`config.mk`:
```
export PLATFORM = sky130hd
export DESIGN_NAME = mkio_bc
export DESIGN_NICKNAME = d
export VERILOG_FILES = /design/src/rtl/mkio_pkg.sv /design/src/rtl/mkio_bc_buffer.sv /design/src/rtl/mkio_bc.sv
export SDC_FILE = /design/constraint.sdc
export NUM_CORES = 1
export LEC_CHECK = 0
export BUFFER_PORTS_ARGS = -buffer_cell sky130_fd_sc_hd__buf_4
export CORE_UTILIZATION = 35
export CTS_CLUSTER_SIZE = 8
export DETAILED_ROUTE_END_ITERATION = 12
export GPL_ROUTABILITY_DRIVEN = 0
export PLACE_DENSITY_LB_ADDON = 0.15
export SYNTH_ARGS = -nofsm -noshare
export SYNTH_HDL_FRONTEND = slang
export SYNTH_SLANG_ARGS = --single-unit
```
`constraint.sdc`:
```
create_clock -name clk32 -period 5.6 [get_ports clk32]
set_input_delay 0.56 -clock clk32 [delete_from_list [all_inputs] [get_ports clk32]]
set_output_delay 0.56 -clock clk32 [all_outputs]
set_load 0.01 [all_outputs]
```
`src/rtl/mkio_pkg.sv`:
```
// Shared types and command-word layout for the MKIO bus controller.
package mkio_pkg;

  typedef enum logic [2:0] {
    ST_IDLE,
    ST_TX_CMD,
    ST_TX_DATA,
    ST_WAIT_STATUS,
    ST_RX_DATA,
    ST_FINISH
  } bc_state_e;

  typedef enum logic [1:0] {
    TXP_FETCH,
    TXP_LOAD,
    TXP_REQ,
    TXP_SENT
  } tx_phase_e;

  localparam int CW_ADDR_MSB = 15;
  localparam int CW_ADDR_LSB = 11;
  localparam int CW_TR_BIT   = 10;
  localparam int CW_SA_MSB   = 9;
  localparam int CW_SA_LSB   = 5;
  localparam int CW_WC_MSB   = 4;
  localparam int CW_WC_LSB   = 0;

  localparam logic [4:0] BCAST_ADDR = 5'd31;

  localparam int DEF_RESP_TIMEOUT = 448;
  localparam int TMR_W            = 9;

  function automatic logic [15:0] make_cw(input logic [4:0] addr, input logic tr,
                                          input logic [4:0] sa, input logic [4:0] wc);
    logic [15:0] cw;
    cw = '0;
    cw[CW_ADDR_MSB:CW_ADDR_LSB] = addr;
    cw[CW_TR_BIT]               = tr;
    cw[CW_SA_MSB:CW_SA_LSB]     = sa;
    cw[CW_WC_MSB:CW_WC_LSB]     = wc;
    return cw;
  endfunction

endpackage

```
`src/rtl/mkio_bc_buffer.sv`:
```
// 32x16 data buffer: host port and BC port, both synchronous, BC write wins on collision.
module mkio_bc_buffer (
  input  logic        clk32,
  input  logic        host_we,
  input  logic [4:0]  host_addr,
  input  logic [15:0] host_wdata,
  output logic [15:0] host_rdata,
  input  logic        bc_we,
  input  logic [4:0]  bc_addr,
  input  logic [15:0] bc_wdata,
  output logic [15:0] bc_rdata
);

  logic [15:0] mem [32];

  // Later assignment wins, so the BC write overrides a same-address host write.
  always_ff @(posedge clk32) begin
    if (host_we) mem[host_addr] <= host_wdata;
    if (bc_we)   mem[bc_addr]   <= bc_wdata;
    host_rdata <= mem[host_addr];
    bc_rdata   <= mem[bc_addr];
  end

endmodule

```
`src/rtl/mkio_bc.sv`:
```
// MKIO bus-controller sequencer: command word, data transfer to/from the buffer,
// status check with response timeout.
//
// state          | meaning
// ST_IDLE        | waiting for start
// ST_TX_CMD      | sending the command word
// ST_TX_DATA     | sending buffer[0..n-1] as data words
// ST_WAIT_STATUS | waiting for the RT status word (timed)
// ST_RX_DATA     | receiving data words into buffer[0..n-1] (timed)
// ST_FINISH      | pulse done, drop busy
module mkio_bc
  import mkio_pkg::*;
#(
  parameter int RESP_TIMEOUT = DEF_RESP_TIMEOUT
) (
  input  logic        clk32,
  input  logic        reset,
  input  logic        start,
  input  logic [4:0]  rt_addr,
  input  logic        tr,
  input  logic [4:0]  subaddr,
  input  logic [4:0]  word_count,
  input  logic        buf_we,
  input  logic [4:0]  buf_addr,
  input  logic [15:0] buf_wdata,
  output logic [15:0] buf_rdata,
  output logic        tx_ready,
  output logic [15:0] tx_data,
  output logic        tx_cd,
  input  logic        tx_busy,
  input  logic        rx_done,
  input  logic [15:0] rx_data,
  input  logic        rx_cd,
  input  logic        p_error,
  output logic        busy,
  output logic        done,
  output logic [15:0] status_word,
  output logic        err_timeout,
  output logic        err_parity,
  output logic        err_format
);

  localparam logic [TMR_W-1:0] TMR_LOAD = TMR_W'(RESP_TIMEOUT - 1);
  localparam logic [TMR_W-1:0] TMR_ONE  = TMR_W'(1);

  bc_state_e        state;
  tx_phase_e        tx_ph;
  logic [4:0]       rq_addr;
  logic             rq_tr;
  logic [4:0]       idx;
  logic [4:0]       last_idx;
  logic [TMR_W-1:0] tmr;
  logic             rx_done_q;
  logic             wr_en;
  logic [4:0]       wr_addr;
  logic [15:0]      wr_data;
  logic [15:0]      bc_rdata;
  logic [4:0]       bc_addr;
  logic             rx_edge;
  logic             tmr_tc;
  logic             st_bad_fmt;

  assign rx_edge    = rx_done & ~rx_done_q;
  assign tmr_tc     = (tmr == '0);
  assign st_bad_fmt = !rx_cd || (rx_data[CW_ADDR_MSB:CW_ADDR_LSB] != rq_addr);
  assign bc_addr    = wr_en ? wr_addr : idx;

  mkio_bc_buffer u_buf (
    .clk32      (clk32),
    .host_we    (buf_we),
    .host_addr  (buf_addr),
    .host_wdata (buf_wdata),
    .host_rdata (buf_rdata),
    .bc_we      (wr_en),
    .bc_addr    (bc_addr),
    .bc_wdata   (wr_data),
    .bc_rdata   (bc_rdata)
  );

  always_ff @(posedge clk32 or posedge reset) begin
    if (reset) begin
      state       <= ST_IDLE;
      tx_ph       <= TXP_FETCH;
      rq_addr     <= '0;
      rq_tr       <= 1'b0;
      idx         <= '0;
      last_idx    <= '0;
      tmr         <= '0;
      rx_done_q   <= 1'b0;
      wr_en       <= 1'b0;
      wr_addr     <= '0;
      wr_data     <= '0;
      tx_ready    <= 1'b0;
      tx_data     <= '0;
      tx_cd       <= 1'b0;
      busy        <= 1'b0;
      done        <= 1'b0;
      status_word <= '0;
      err_timeout <= 1'b0;
      err_parity  <= 1'b0;
      err_format  <= 1'b0;
    end else begin
      rx_done_q <= rx_done;
      done      <= 1'b0;
      wr_en     <= 1'b0;
      case (state)
        ST_IDLE: begin
          if (start) begin
            rq_addr     <= rt_addr;
            rq_tr       <= tr;
            last_idx    <= word_count - 5'd1;   // wc=0 wraps to 31, i.e. 32 words
            idx         <= '0;
            busy        <= 1'b1;
            err_timeout <= 1'b0;
            err_parity  <= 1'b0;
            err_format  <= 1'b0;
            if (tr && rt_addr == BCAST_ADDR) begin
              err_format <= 1'b1;
              state      <= ST_FINISH;
            end else begin
              tx_data  <= make_cw(rt_addr, tr, subaddr, word_count);
              tx_cd    <= 1'b1;
              tx_ready <= 1'b1;
              tx_ph    <= TXP_REQ;
              state    <= ST_TX_CMD;
            end
          end
        end
        ST_TX_CMD, ST_TX_DATA: begin
          // FETCH gives the registered buffer read one cycle to follow idx.
          case (tx_ph)
            TXP_FETCH: tx_ph <= TXP_LOAD;
            TXP_LOAD: begin
              tx_data  <= bc_rdata;
              tx_cd    <= 1'b0;
              tx_ready <= 1'b1;
              tx_ph    <= TXP_REQ;
            end
            TXP_REQ: begin
              if (tx_busy) begin
                tx_ready <= 1'b0;
                tx_ph    <= TXP_SENT;
              end
            end
            TXP_SENT: begin
              if (!tx_busy) begin
                tmr   <= TMR_LOAD;
                tx_ph <= TXP_FETCH;
                if (state == ST_TX_CMD) begin
                  idx   <= '0;
                  state <= rq_tr ? ST_WAIT_STATUS : ST_TX_DATA;
                end else if (idx != last_idx) begin
                  idx <= idx + 5'd1;
                end else begin
                  state <= (rq_addr == BCAST_ADDR) ? ST_FINISH : ST_WAIT_STATUS;
                end
              end
            end
            default: tx_ph <= TXP_FETCH;
          endcase
        end
        ST_WAIT_STATUS: begin
          if (rx_edge) begin
            status_word <= rx_data;
            if (p_error)    err_parity <= 1'b1;
            if (st_bad_fmt) err_format <= 1'b1;
            if (p_error || st_bad_fmt || !rq_tr) begin
              state <= ST_FINISH;
            end else begin
              idx   <= '0;
              tmr   <= TMR_LOAD;
              state <= ST_RX_DATA;
            end
          end else if (tmr_tc) begin
            err_timeout <= 1'b1;
            state       <= ST_FINISH;
          end else begin
            tmr <= tmr - TMR_ONE;
          end
        end
        ST_RX_DATA: begin
          if (rx_edge) begin
            if (p_error) err_parity <= 1'b1;
            if (rx_cd)   err_format <= 1'b1;
            if (p_error || rx_cd) begin
              state <= ST_FINISH;
            end else begin
              wr_en   <= 1'b1;
              wr_addr <= idx;
              wr_data <= rx_data;
              tmr     <= TMR_LOAD;
              if (idx == last_idx) state <= ST_FINISH;
              else                 idx   <= idx + 5'd1;
            end
          end else if (tmr_tc) begin
            err_timeout <= 1'b1;
            state       <= ST_FINISH;
          end else begin
            tmr <= tmr - TMR_ONE;
          end
        end
        ST_FINISH: begin
          done     <= 1'b1;
          busy     <= 1'b0;
          tx_ready <= 1'b0;
          tmr      <= '0;
          idx      <= '0;
          state    <= ST_IDLE;
        end
        default: state <= ST_IDLE;
      endcase
    end
  end

endmodule

```
-- Yosys cells after proc, flatten, opt, wreduce, memory -nomap -nowiden
Memory sizes are Yosys's and may differ from the RTL's. A register that Yosys moved wholly into a read port is not among the register bits.
Index checks and enable logic that the tools add are counted.
- mux-type cells: 76
- shift-type cells: 0
- reduce and logical (&&, ||, !) cells: 32
- $lt $le $gt $ge: 0
- add/subtract/negate cells: 3
- multipliers: 0
- bitwise gates (word level): 3
- divide/modulo/power cells: 0
- equality and inequality tests: 37
- operator list (kind ; number):
    $mux W9 ; 7
    $mux W5 ; 11
    $mux W16 ; 3
    $mux W3 ; 12
    $pmux W9 S4 ; 1
    $pmux W16 S2 ; 1
    $mux W1 ; 26
    $pmux W5 S5 ; 1
    $ne A2 B2 Y1 const B ; 12
    $reduce_and A5 Y1 ; 4
    $ne A3 B3 Y1 const B ; 6
    $pmux W3 S4 ; 1
    $reduce_and A4 Y1 ; 3
    $eq A5 B5 Y1 const B ; 2
    $ne A5 B5 Y1 ; 2
    $pmux W1 S2 ; 5
    $reduce_and A10 Y1 ; 1
    $logic_not A9 Y1 ; 1
    $sub A9 B1 Y9 const B ; 1
    $mux W2 ; 4
    $ne A2 B1 Y1 const B ; 4
    $pmux W2 S4 ; 1
    $eq A3 B2 Y1 const B ; 2
    $eq A3 B3 Y1 const B ; 2
    other kinds (25) ; 38
- output and inout bits: 55
- memories: 1
- bits in registers: 92
- memory bits (read-only): 0
- bits in writable memories: 512
- word-level logic and storage cells: 172
- bits in latches: 0
- memories (memory ; depth ; bits a word ; read ports ; clocked after memory_dff ; wr ports ; line ; text):
    u_buf.mem ; 32 ; 16 ; 2 ; 2 ; 2 ; mkio_bc_buffer.sv:14 ; logic [15:0] mem [32];

-- Longest topological paths before layout
- depth in word-level cells: 7
- mapped depth: 9
- depth with buffers taken out: 8

-- By module
Synthesis repeated with hierarchy kept, for this count alone.
- cell total of the unflattened synthesis: 2763
- area, all modules: 36012.0 µm²
- by module, submodules not included (module ; times used ; cells each ; area each (µm²) ; seq. area each (µm²)):
    mkio_bc_buffer ; 1 ; 2309 ; 31350.1 ; 16015.4
    mkio_bc ; 1 ; 454 ; 4662.0 ; 2302.2

-- Worst setup path after synthesis
OpenSTA, ideal clock, no wires.
- path type: input to register
- start point: input port buf_addr[1]
- end point: memory u_buf.mem[11][0] (enable)
- setup slack: 2413 ps
- stages on the path: 5
- required time: 5189 ps
- arrival time: 2776 ps
- path buffers: 3
- cell sequence: clkbuf_1 -> clkbuf_1 -> buf_1 -> nand3_1 -> o21ai_0
- RTL lines (element ; line ; text):
    start, declared ; mkio_bc.sv:24 ; input logic [4:0] buf_addr,
    end, declared ; mkio_bc_buffer.sv:14 ;

==> impl_results.md <==
* Layout Nets at 2490
* DRC at 0
* Routed WL at ~130 mm
* Met3 wire length at 9.03 mm
* Commonest cells post-synth: mux2_2 (529), edfxtp_1 (512), mux4_2 (220), a22oi_1 (172), clkbuf_1 (151)
* Dominant synthesized flop cell: edfxtp_1
* Cell variety after synth at just over 70
* Mapped Nets at 2451
* Post-Syn Instances at 2382
* Synth top area cells: edfxtp_1 (44%), mux2_2 (17%), mux4_2 (14%), dfrtp_1 (6.6%), a22oi_1 (3.7%)
* Hold Violations, Final at 0
* WL met2 at 60.8 mm
* RSZ-0062 raised after global routing: no
* Initial DRC count at 3011
* Top-area cell type share of the netlist area at 0.440
* CTS tree: yes
* Area of the mapped netlist at 35000 sq um
* Tcrit/Tclk final at 0.667
* WS Path Type: reg -> reg
* Met1 wire length at 54.2 mm
* FF-to-FF setup slack at 1860 ps
* Total core area at just under 100000 sq um
* Area growth from synthesis to layout at 14.3%
* Crit path launch type: flop
* # clock sinks at 636
* Top cell type by total area after synthesis: edfxtp_1
* CTS Buf Count at 90
* Final Setup Violations at 0
* Worst Max-Slew Pin Slew at 1330 ps
* Synth warn at 0
* Worst Hold Depth at 3
* ANT cells at 0
* Seq/Total Area, Yosys at 0.524
* Fillers at 9078
* Post-cts hold buffer count at 2
* Final Skew at between 40 and 50 ps
* Setup tns final at 0 ps
* Antenna violations before repair at 3
* Antenna viol nets, final at 0
* Sw frac at 0.316
* Clock power share at 0.353
* Leak at approximately 14 nW
* Max-cap violations at 0
* Largest net degree at the start of global routing at slightly above 60
* Endpoint class of the critical path: flop
* DP HPWL at 85.3 mm
* Fraction of registers with async set/reset at 0.145
* Max transition margin at 0.112
* Max layer used: met5
* Vias per inst at approximately 6.3
* First-pass GRT wire length at 184 mm
* Via count at between 20000 and 25000
* Worst VDD drop at 0.000289 V
* Gate power share at 0.257
* Clock Latency Late Sink at 680 ps
* Status: complete, no violations
* Sequential share of power at 0.389
* Avg Synthesized Cell Area at 14.7 sq um
* Internal Power at 0.0102 W
* H-tree depth at 3
* GRT Resource Usage Total at 0.254
* FF-to-FF path depth at 4
* DR WL/cell at 34.4 um
* Min-delay worst type: in -> reg
* Post-CTS setup buffer count at 0
* Vert. Die Dim at 318 um
* Rows at ~120
* Root Driver: clkbuf_16
* Post_cts resized at 0
* Clock Path Buffers at 3
* Post-synth EDFFs at between 500 and 600
* Remaining Overflow, GRT at 0
* Reg clk slew, reported paths at 50 ps
* Die W at 318 um
* Switching power at 0.00473 W
* Initial Util at 0.354
* CP required at 5860 ps
* Power Total at roughly 0.015 W
* Die Area at 101000 sq um
* CP arrival at roughly 4000 ps
* Top-count cell post-synth: mux2_2
* #FFs+latches synth at 636
* Max Clk Rate at 268 MHz
* Power Density at roughly 370 nW/um^2
* Fin crit period at between 3000 and 4000 ps
* Max-slew violations at 0
* PortBufs at 115
* Max FO, Critical Path at 24
* Vias in the first global route at 23700
* Pre-antenna DRT Iters at 5
* Layout cells sized above 1 at 0.451
* I/O Pins at 116
==> placed cells by master (no fill, tap or decap), drive strengths merged, types with 7 or more instances in the layout <==
cell type,instances
mux2,540
nor3,9
edfxtp,512
a22oi,172
clkbuf,162
a21oi,80
nor2,61
nor2b,8
o21ai,47
inv,13
nand2b,13
xnor2,13
nand2,127
and2,7
buf,204
mux4,220
nand4,36
nand3,14
ha,8
mux2i,29
dfxtp,32
dfrtp,92
==> per-layer routing <==
layer	global-route usage	up-vias
met5	0	-
met4	0.106	6
met3	0.0467	249
met2	0.403	1256
met1	0.342	12700
li1	-	9600
==> cells by family after synthesis <==
family	count (synthesis)	synth area share
muxes	789	0.324
DFF	636	0.524
AOI/OAI and AO/OA	352	0.0686
and+or+nand+nor	312	0.0444
buffers and inverters	272	0.0333
xor gates and xnor gates	13	0.00326
adders and majority gates	8	0.00286
==> power by group through the flow <==
stage	logic, W	registers [W]	clock network (W)
6_report	0.00385	0.00582	0.00528
3_5_place_dp	0.00382	0.00591	0
3_3_place_gp	0.00379	0.00591	0
2_1_floorplan	0.00229	0.00575	0
5_1_grt	0.00403	0.00585	0.00552
4_1_cts	0.00384	0.00583	0.00535
==> worst max-delay path, stage by stage (launching register included) <==
cell and delay (ps):
dfrtp_1 530, buf_4 320, o21ai_0 750, nand2_1 580, o22ai_2 1120
==> registers in the layout, indices dropped and copies added, names as in the netlist, 3 cells and up <==
name              flops
status_word          16
rq_addr               5
u_buf.mem           512
u_buf.bc_rdata       16
last_idx              5
idx                   5
u_buf.host_rdata     16
tx_data              16
wr_addr               5
state                 3
wr_data              16
tmr                   9
==> metrics by stage <==
step | cells | setup slack (ps) | hold slack (ps) | area, sq um | utilization
5_1_grt | 3781 | 1770 | 106 | 40000 | 0.405
3_5_place_dp | 3613 | 1960 | 484 | 37300 | 0.378
6_report | 3781 | 1860 | 118 | 40000 | 0.405
3_3_place_gp | 3613 | 2060 | 473 | 37300 | 0.378
4_1_cts | 3780 | 1920 | 86.4 | 39900 | 0.405
2_1_floorplan | 2382 | 2410 | 450 | 35000 | -
==> cell type report <==
cell class | count | area (sq um) | area share
clock inverter | 3 | 21.3 | 0.000532
timing repair buffer | 206 | 1630 | 0.0409
sequential | 636 | 18300 | 0.458
tap | 1287 | 1610 | 0.0403
inverter | 13 | 51.3 | 0.00128
multi-input combinational | 1474 | 15700 | 0.393
clock buffer | 162 | 2630 | 0.0658
==> final timing paths <==
| check | startpoint | to |
|---|---|---|
| setup / recovery | wr_en$_DFF_PP0_ | u_buf.mem[24][7]$_DFFE_PP_ |
| hold / removal | rx_data[3] | wr_data[3]$_DFFE_PP0P_ |
| setup reg to reg | wr_en$_DFF_PP0_ | u_buf.mem[24][7]$_DFFE_PP_ |
| hold reg to reg | busy$_DFFE_PP0P_ | busy$_DFFE_PP0P_ |
| max in group asynchronous | reset | wr_data[0]$_DFFE_PP0P_ |
| min in group asynchronous | reset | wr_addr[1]$_DFFE_PP0P_ |
(Power assumes the default switching activity.)
